### src/rtl/or1200_dfi_if.sv
// ----------------------------------------------------------------------------
// or1200_dfi_if
// Bundles the signals between the DFI return-address checker / SPR-PIC side
// and the DFI violation log.
//
//   viol_i       checker -> log   one-cycle violation event
//   viol_pc_i    checker -> log   PC of the offending load
//   viol_adr_i   checker -> log   effective address of the offending load
//   viol_kind_i  checker -> log   access size (0 word, 1 half, 2 byte, 3 rsvd)
//   irq_en_i     SPR     -> log   interrupt enable
//   rd_stb_i     SPR     -> log   read strobe
//   rd_sel_i     SPR     -> log   read field select
//   rd_dat_o     log     -> SPR   registered read data
//   rd_ack_o     log     -> SPR   read acknowledge
//   pop_i        SPR     -> log   discard head entry
//   clr_i        SPR     -> log   clear sticky overflow and drop counter
//   irq_o        log     -> PIC   level interrupt request
//
// master: the CPU-side driver (checker + SPR/PIC). slave: the log itself.
// ----------------------------------------------------------------------------
interface or1200_dfi_if;
  logic        viol_i;
  logic [31:0] viol_pc_i;
  logic [31:0] viol_adr_i;
  logic [1:0]  viol_kind_i;
  logic        irq_en_i;
  logic        rd_stb_i;
  logic [1:0]  rd_sel_i;
  logic [31:0] rd_dat_o;
  logic        rd_ack_o;
  logic        pop_i;
  logic        clr_i;
  logic        irq_o;

  modport master (
    output viol_i, viol_pc_i, viol_adr_i, viol_kind_i,
    output irq_en_i, rd_stb_i, rd_sel_i, pop_i, clr_i,
    input  rd_dat_o, rd_ack_o, irq_o
  );

  modport slave (
    input  viol_i, viol_pc_i, viol_adr_i, viol_kind_i,
    input  irq_en_i, rd_stb_i, rd_sel_i, pop_i, clr_i,
    output rd_dat_o, rd_ack_o, irq_o
  );
endinterface

### src/rtl/or1200_dfi_vlog.sv
// ----------------------------------------------------------------------------
// or1200_dfi_vlog
// Violation log for the DFI return-address checker. Each violation event
// (PC, address, access size) is queued in a 2^DEPTH_LOG2 entry FIFO that
// software drains through a registered SPR-style read port. Events arriving
// while the FIFO is full are dropped and accounted for in a sticky overflow
// flag plus a saturating 8-bit drop counter.
//
// Ports:
//   clk   clock, all state updates on posedge
//   rst   asynchronous active-high reset
//   bus   or1200_dfi_if.slave (violation input, read port, pop/clear, irq)
//
// Read fields (rd_sel_i):
//   0  head pc          (0 when empty)
//   1  head adr         (0 when empty)
//   2  status  {ovf, empty, full, 19'b0, head kind, 4'b0, count[3:0]}
//   3  {24'b0, drop_cnt}
// ----------------------------------------------------------------------------
module or1200_dfi_vlog #(
  parameter int unsigned DEPTH_LOG2 = 3
) (
  input logic         clk,
  input logic         rst,
  or1200_dfi_if.slave bus
);

  localparam int unsigned DEPTH = 1 << DEPTH_LOG2;
  localparam int unsigned PW    = DEPTH_LOG2 + 1;
  localparam int unsigned AW    = DEPTH_LOG2;

  typedef struct packed {
    logic [31:0] pc;
    logic [31:0] adr;
    logic [1:0]  kind;
  } entry_t;

  // Storage and bookkeeping
  entry_t          r_mem [DEPTH];
  logic [PW-1:0]   r_wptr;
  logic [PW-1:0]   r_rptr;
  logic [PW-1:0]   r_count;
  logic            r_ovf;
  logic [7:0]      r_drop_cnt;

  // Registered outputs
  logic [31:0]     r_rd_dat;
  logic            r_rd_ack;
  logic            r_irq;

  // Combinational helpers
  logic            w_empty;
  logic            w_full;
  logic            w_pop;
  logic            w_push;
  logic            w_drop;
  logic [PW-1:0]   w_count_n;
  logic            w_ovf_n;
  logic [7:0]      w_drop_cnt_n;
  entry_t          w_head;
  entry_t          w_new;
  logic [31:0]     w_rd_mux;

  // Pointers wrap modulo the depth, so the top bit stays clear.
  function automatic logic [PW-1:0] ptr_inc(input logic [PW-1:0] p);
    return (p == PW'(DEPTH - 1)) ? '0 : p + PW'(1);
  endfunction

  // Occupancy flags straight from registered count
  assign w_empty = (r_count == '0);
  assign w_full  = (r_count == PW'(DEPTH));

  // A pop on an empty FIFO is ignored; a pop on a full FIFO frees the slot
  // that a same-cycle event then takes, so nothing is dropped.
  assign w_pop  = bus.pop_i & ~w_empty;
  assign w_push = bus.viol_i & (~w_full | w_pop);
  assign w_drop = bus.viol_i & w_full & ~w_pop;

  assign w_head = r_mem[r_rptr[AW-1:0]];

  always_comb begin
    w_new      = '0;
    w_new.pc   = bus.viol_pc_i;
    w_new.adr  = bus.viol_adr_i;
    w_new.kind = bus.viol_kind_i;
  end

  // Next-state occupancy
  always_comb begin
    w_count_n = r_count;
    if (w_push && !w_pop) begin
      w_count_n = r_count + PW'(1);
    end else if (!w_push && w_pop) begin
      w_count_n = r_count - PW'(1);
    end
  end

  // Overflow accounting; a clear beats a coincident drop.
  always_comb begin
    w_ovf_n      = r_ovf;
    w_drop_cnt_n = r_drop_cnt;
    if (bus.clr_i) begin
      w_ovf_n      = 1'b0;
      w_drop_cnt_n = '0;
    end else if (w_drop) begin
      w_ovf_n = 1'b1;
      if (r_drop_cnt != 8'hFF) begin
        w_drop_cnt_n = r_drop_cnt + 8'd1;
      end
    end
  end

  // Read field select, sampled from pre-update state
  always_comb begin
    w_rd_mux = '0;
    case (bus.rd_sel_i)
      2'd0:    w_rd_mux = w_empty ? 32'h0 : w_head.pc;
      2'd1:    w_rd_mux = w_empty ? 32'h0 : w_head.adr;
      2'd2:    w_rd_mux = {r_ovf, w_empty, w_full, 19'b0,
                           (w_empty ? 2'b00 : w_head.kind), 4'b0000,
                           4'(r_count)};
      default: w_rd_mux = {24'b0, r_drop_cnt};
    endcase
  end

  // Entry storage, deliberately not reset
  always_ff @(posedge clk) begin
    if (w_push) begin
      r_mem[r_wptr[AW-1:0]] <= w_new;
    end
  end

  // FIFO bookkeeping and overflow state
  always_ff @(posedge clk or posedge rst) begin
    if (rst) begin
      r_wptr     <= '0;
      r_rptr     <= '0;
      r_count    <= '0;
      r_ovf      <= 1'b0;
      r_drop_cnt <= '0;
    end else begin
      if (w_push) begin
        r_wptr <= ptr_inc(r_wptr);
      end
      if (w_pop) begin
        r_rptr <= ptr_inc(r_rptr);
      end
      r_count    <= w_count_n;
      r_ovf      <= w_ovf_n;
      r_drop_cnt <= w_drop_cnt_n;
    end
  end

  // Read port: one-cycle ack, data holds between acks
  always_ff @(posedge clk or posedge rst) begin
    if (rst) begin
      r_rd_ack <= 1'b0;
      r_rd_dat <= '0;
    end else begin
      r_rd_ack <= bus.rd_stb_i;
      if (bus.rd_stb_i) begin
        r_rd_dat <= w_rd_mux;
      end
    end
  end

  // Interrupt level computed from next-state occupancy and overflow
  always_ff @(posedge clk or posedge rst) begin
    if (rst) begin
      r_irq <= 1'b0;
    end else begin
      r_irq <= bus.irq_en_i & ((w_count_n != '0) | w_ovf_n);
    end
  end

  assign bus.rd_dat_o = r_rd_dat;
  assign bus.rd_ack_o = r_rd_ack;
  assign bus.irq_o    = r_irq;

endmodule
### src/flat_wrapper.sv
// flat-port wrapper written by rule: the top's interface ports become plain ports
module or1200_dfi_vlog_flat 
#(
  parameter int unsigned DEPTH_LOG2 = 3
)
  (clk, rst, bus_viol_i, bus_viol_pc_i, bus_viol_adr_i, bus_viol_kind_i, bus_irq_en_i, bus_rd_stb_i, bus_rd_sel_i, bus_pop_i, bus_clr_i, bus_rd_dat_o, bus_rd_ack_o, bus_irq_o);
  or1200_dfi_if bus_i ();
  input logic clk;
  input logic rst;
  input wire logic [$bits(bus_i.viol_i)-1:0] bus_viol_i;
  input wire logic [$bits(bus_i.viol_pc_i)-1:0] bus_viol_pc_i;
  input wire logic [$bits(bus_i.viol_adr_i)-1:0] bus_viol_adr_i;
  input wire logic [$bits(bus_i.viol_kind_i)-1:0] bus_viol_kind_i;
  input wire logic [$bits(bus_i.irq_en_i)-1:0] bus_irq_en_i;
  input wire logic [$bits(bus_i.rd_stb_i)-1:0] bus_rd_stb_i;
  input wire logic [$bits(bus_i.rd_sel_i)-1:0] bus_rd_sel_i;
  input wire logic [$bits(bus_i.pop_i)-1:0] bus_pop_i;
  input wire logic [$bits(bus_i.clr_i)-1:0] bus_clr_i;
  output wire logic [$bits(bus_i.rd_dat_o)-1:0] bus_rd_dat_o;
  output wire logic [$bits(bus_i.rd_ack_o)-1:0] bus_rd_ack_o;
  output wire logic [$bits(bus_i.irq_o)-1:0] bus_irq_o;
  assign bus_i.viol_i = bus_viol_i;
  assign bus_i.viol_pc_i = bus_viol_pc_i;
  assign bus_i.viol_adr_i = bus_viol_adr_i;
  assign bus_i.viol_kind_i = bus_viol_kind_i;
  assign bus_i.irq_en_i = bus_irq_en_i;
  assign bus_i.rd_stb_i = bus_rd_stb_i;
  assign bus_i.rd_sel_i = bus_rd_sel_i;
  assign bus_i.pop_i = bus_pop_i;
  assign bus_i.clr_i = bus_clr_i;
  assign bus_rd_dat_o = bus_i.rd_dat_o;
  assign bus_rd_ack_o = bus_i.rd_ack_o;
  assign bus_irq_o = bus_i.irq_o;
  or1200_dfi_vlog #(.DEPTH_LOG2(DEPTH_LOG2)) u_core (.clk(clk), .rst(rst), .bus(bus_i));
endmodule
### config.mk
export PLATFORM = sky130hd
export DESIGN_NAME = or1200_dfi_vlog_flat
export DESIGN_NICKNAME = d
export VERILOG_FILES = /design/src/rtl/or1200_dfi_if.sv /design/src/rtl/or1200_dfi_vlog.sv /design/src/flat_wrapper.sv
export SDC_FILE = /design/constraint.sdc
export NUM_CORES = 1
export LEC_CHECK = 0
export ABC_CLOCK_PERIOD_IN_PS = 9200
export CAP_MARGIN = 20
export CORE_ASPECT_RATIO = 2
export CORE_MARGIN = 4
export CORE_UTILIZATION = 45
export DETAILED_ROUTE_END_ITERATION = 10
export SLEW_MARGIN = 30
export SYNTH_ARGS = -nofsm -noshare
export SYNTH_HDL_FRONTEND = slang
export SYNTH_SLANG_ARGS = --single-unit
### constraint.sdc
create_clock -name clk -period 9.2 [get_ports clk]
set_clock_uncertainty 0.2 [all_clocks]
set_input_delay 2.76 -clock clk [delete_from_list [all_inputs] [get_ports clk]]
set_output_delay 2.76 -clock clk [all_outputs]
set_load 0.03 [all_outputs]
# After elaboration in Yosys (flattened, before gate mapping)
# Memories as Yosys holds them, arrays and structs flattened.
# Cells that the tools add are included.
# W data, S select, Z words.
[word_totals] ff_bits=55 mem_bits_rw=528 wordCells=55 mem_count=1
[classes] addsub=5 n_eq_ne=6 mux=15 bitwise=10 reduce_logical=10
[mem_list] name="u_core.r_mem" depth=8 width=66 rd=1 rd_ports_with_merged_regs=0 write_ports=1 line="or1200_dfi_vlog.sv:39" text="entry_t r_mem [DEPTH];"
[op_table] op="$pmux W32 S3" n=1
[op_table] op="$mux W32" n=2
[op_table] op="$mux W8" n=3
[op_table] op="$mux W4" n=4
[op_table] op="$add A4 B1 Y4 const B" n=3
[op_table] op="$add A8 B1 Y8 const B" n=1
[op_table] op="$eq A4 B3 Y1 const B" n=2
[op_table] op="$ne A8 B8 Y1 const B" n=1
[op_table] op="$and A1 B1 Y1" n=5
[op_table] op="$eq A4 B4 Y1 const B" n=1
[op_table] op="$logic_not A4 Y1" n=1
[op_table] op="$mux W1" n=4
[op_table] op="$reduce_bool A2 Y1" n=2
[op_table] op="$reduce_bool A4 Y1" n=1
[op_table] op="$sub A4 B1 Y4 const B" n=1
[op_table] op="$not A1 Y1" n=3
[op_table] op="$eq A2 B1 Y1 const B" n=1
[op_table] op="$eq A2 B2 Y1 const B" n=1
[op_table] op="$logic_and A1 B1 Y1" n=2
[op_table] op="$logic_not A1 Y1" n=2
[op_table] op="$logic_not A2 Y1" n=1
[op_table] op="$mux W2" n=1
[op_table] op="$or A1 B1 Y1" n=2
[op_table] op="$reduce_and A2 Y1" n=1

# Longest topological paths before layout
[depth] ltp_word=12 ltp_mapped=9 ltp_nobuf=7

# Least setup slack after synthesis
# Ideal clock, no wire load.
[synth_path] path_kind="input -> register" from="input port bus_pop_i" to="memory u_core.r_mem[0][0] (netlist bit), enable pin" t_arrival_ns=9.509 path_slack_ns=-1.162 cell_stages=3 n_path_buf=0 cell_sequence="and4bb_2 > nand2b_1 > nor4_1"
[synth_via] elab_chain_len=5
[synth_rtl] item="start: declaration" line="flat_wrapper.sv:17" text="input wire logic [$bits(bus_i.pop_i)-1:0] bus_pop_i;"
[synth_rtl] item="$and A1 B1 Y1" line="or1200_dfi_vlog.sv:75" text="assign w_pop = bus.pop_i & ~w_empty;"
[synth_rtl] item="$or A1 B1 Y1" line="or1200_dfi_vlog.sv:76" text="assign w_push = bus.viol_i & (~w_full | w_pop);"
[synth_rtl] item="$and A1 B1 Y1" line="or1200_dfi_vlog.sv:76"
[synth_rtl] item="$mux W1" line="or1200_dfi_vlog.sv:128" text="if (w_push) begin"
[synth_rtl] item="$mux W1 (implied by the code)" line="or1200_dfi_vlog.sv:129" text="r_mem[r_wptr[AW-1:0]] <= w_new;"
[synth_rtl] item="end: declaration" line="or1200_dfi_vlog.sv:39"
# No other way between the ends.

# Final worst setup path
[layout_path] from="input port bus_pop_i" to="register u_core.r_wptr[3]"
[layout_via] elab_chain_len=3
[layout_rtl] item="$and A1 B1 Y1" line="or1200_dfi_vlog.sv:75"
[layout_rtl] item="$or A1 B1 Y1" line="or1200_dfi_vlog.sv:76"
[layout_rtl] item="$and A1 B1 Y1" line="or1200_dfi_vlog.sv:76"
[layout_rtl] item="end signal: assignment" line="or1200_dfi_vlog.sv:143" text="r_wptr <= ptr_inc(r_wptr);"
[layout_rtl] item="end: declaration" line="or1200_dfi_vlog.sv:40" text="logic [PW-1:0] r_wptr;"
# No other way between the ends.
# A chain may end at the register's enable or synchronous reset.

==> key figures <==
Logic synthesis
  – Async SR Flop Fraction: 0.09434
  – Synth top area share: 0.7037
  – Flops & latches, synth: 583
  – Mean post-synth cell area: 20.35 sq um
  – Largest cells by area after synthesis: edfxtp_1 (70%), mux4_2 (12%), dfrtp_1 (6.1%)
  – Ys flop type: edfxtp_1
  – YS warnings: 0
  – Post-Synthesis Cells: 1107
  – Mapped cell area: 0.02253 sq mm
  – Synth area leader: edfxtp_1
  – Unique masters post-synth: 47
  – Syn_nets: 1188
  – EDFF count, synth: 528
  – Sequential fraction of the synthesis area: 0.7648

CTS
  – Post-CTS Hold Fix Bufs: 0
  – Clk_lat worst skew: 590 ps
  – CTS H-tree lvls: 2
  – Setup bufs post-CTS: 0
  – Post-CTS sizing: 0
  – Clk buf depth: 3
  – Root buffer cell: clkbuf_16
  – CTS tree: built
  – Clk pin slew, worst setup/hold paths: 70 ps
  – TritonCTS Buffers: 49
  – Clk sinks: 583

Route
  – Initial DRC count: 678
  – Drt wl/cell: 24.34 microns
  – Post-route ant nets: 0
  – DR pass1 iterations: 5
  – Drt via density: 5.528
  – DRC errors left: 0
  – Post-Route WL: 46.65 mm
  – Vias after detailed routing: 10.60k

STA
  – Fmax achieved: 170.5 MHz
  – Post-Route Setup TNS: 0 ps
  – RSZ-0062 raised after global routing: no
  – Slew HR: 0.3879
  – Final Setup Violations: 0
  – Tmin final: 5864 ps
  – Actual slew at the worst max-slew pin: 918.2 ps
  – Worst hold margin: 291.0 ps
  – Max-slew violation count: 0
  – Hold Violations, Final: 0
  – Final period util: 0.6374

Global route
  – Vias in the first global route: 11.53k
  – Wire length of the first global-routing pass: 71.07 mm
  – Largest net degree at the start of global routing: 77
  – Total Routing Usage GR: 0.1728
  – Initial antenna violation count: 3
  – Grt ovf: 0

Die
  – Starting Density: 0.4565
  – Die area: 0.05393 sq mm
  – I/O pins: 109
  – FP Rows: 115
  – Die Y: 324.5 microns
  – CORE AREA: 0.04935 sq mm
  – Die Wd: 166.2 microns

Cells and area
  – Layout Cells excl Fill: 1917
  – Layout cell share with drive strength beyond 1: 0.1910
  – Sequential cell area: 0.01724 sq mm
  – Finished Cell Area: 0.02601 sq mm
  – Most frequent cells in the layout: edfxtp_1 (528), mux4_2 (118), clkdlybuf4s50_1 (107), mux2i_1 (80), dfrtp_1 (53)
  – Most common cell after layout, fill and taps aside: edfxtp_1
  – Syn-to-layout area delta: 15.43%
  – Filler cell count: 3850
  – Layout Nets: 1313
  – Multi-input logic area: 0.005071 sq mm

Min path
  – Hold Crit Class: reg -> reg

Status
  – Outcome: completed

Critical path
  – Crit path launch type: input port
  – Largest fanout on the critical path: 45
  – Worst endpoint required time: 9480 ps
  – CP Class: in -> reg
  – CP arrival: 6150 ps
  – Setup crit end kind: flop

Placed design
  – Number of placed instances, taps included: 1824
  – Placed Instance Area: 0.02443 sq mm
  – DP Wirelength: 26.91 mm
  – PortBufs: 108
  – Routability cong.: 0.7410

Pwr
  – Leakage: 0.008580 uW
  – Pwr/cell area: 288.9 mW/mm^2
  – Worst vdd ir: 0.2535 mV

Job
  – Max-capacitance violation count: 0
==> state kept, by name, indices dropped and copies added, names as in the netlist <==
name                 count
u_core.bus.irq_o         1
u_core.bus.rd_ack_o      1
u_core.bus.rd_dat_o     32
u_core.r_count           4
u_core.r_drop_cnt        8
u_core.r_mem           528
u_core.r_ovf             1
u_core.r_rptr            4
u_core.r_wptr            4
==> kinds of logic after synthesis <==
family / count (synthesis) / synth area share
DFF: 583 / 0.7648
xor gates and xnor gates: 10 / 0.003887
muxes: 211 / 0.1600
AOI/OAI and AO/OA: 103 / 0.02827
and+or+nand+nor: 130 / 0.02699
adders and majority gates: 6 / 0.003332
buffers and inverters: 64 / 0.01277
==> synthesized netlist by cell type, types with 9 or more instances <==
cell type and number:
edfxtp_1 528, mux4_2 118, mux2i_1 80, dfrtp_1 55, nor2_1 45, nand2_1 30, o21ai_0 30, a21oi_1 29
buf_2 26, clkbuf_1 21, nor3_1 15, mux2_2 13, nand3_1 12, a22oi_1 9
==> per-layer routing <==
metal | track usage | wire length [microns] | up-vias
li1 | - | - | 4774
met1 | 0.2079 | 18230 | 5554
met2 | 0.3246 | 25800 | 210
met3 | 0.02433 | 1630 | 60
met4 | 0.04647 | 992 | 0
met5 | 0 | 0 | -
==> path summary, 6_finish.rpt <==
kind | startpoint | to | slack, ps | depth (start not counted)
max reg2reg | u_core.r_count[1] | u_core.r_wptr[3] | 5380 | 8
max in group asynchronous | rst | u_core.r_rptr[1] | 5800 | 3
min reg2reg | u_core.bus.rd_dat_o[9] | u_core.bus.rd_dat_o[9] | 290 | 1
min in group asynchronous | rst | u_core.bus.rd_dat_o[8] | 2460 | 3
max | bus_pop_i | u_core.r_wptr[3] | 3340 | 7
min | u_core.bus.rd_dat_o[9] | u_core.bus.rd_dat_o[9] | 290 | 1
==> per-stage QoR <==
| stage | setup slack, ps | utilization | power [uW] |
|---|---|---|---|
| floorplan | 602.7 | - | 4973 |
| global placement | 2744 | 0.4943 | 5542 |
| detailed placement | 2674 | 0.4950 | 5589 |
| CTS | 3327 | 0.5268 | 7631 |
| global route | 3160 | 0.5269 | 7884 |
| finish | 3336 | 0.5270 | 7515 |
==> report_power, final <==
| group | switching, uW | leakage, uW | internal, uW |
|---|---|---|---|
| clock network | 925 | 0.000775 | 1110 |
| registers | 212 | 0.00550 | 3340 |
| logic | 1030 | 0.00231 | 907 |
| total | 2160 | 0.00858 | 5350 |
==> critical path, cell delays in order <==
cell and delay (ps):
clkdlybuf4s50_1 710, and4bb_2 330, nor2_1 230, nand2_1 280
nor2_4 700, buf_4 710, mux2_2 400
==> layout make-up <==
class | count | area share
Sequential cell | 583 | 0.6628
Antenna cell | 2 | 0.0001924
Clock buffer | 64 | 0.05085
Inverter | 7 | 0.001010
Clock inverter | 27 | 0.009526
Multi-Input combinational cell | 460 | 0.1950
Timing Repair Buffer | 131 | 0.04965
Tap cell | 643 | 0.03093
Power figures use the tool's default switching activity.
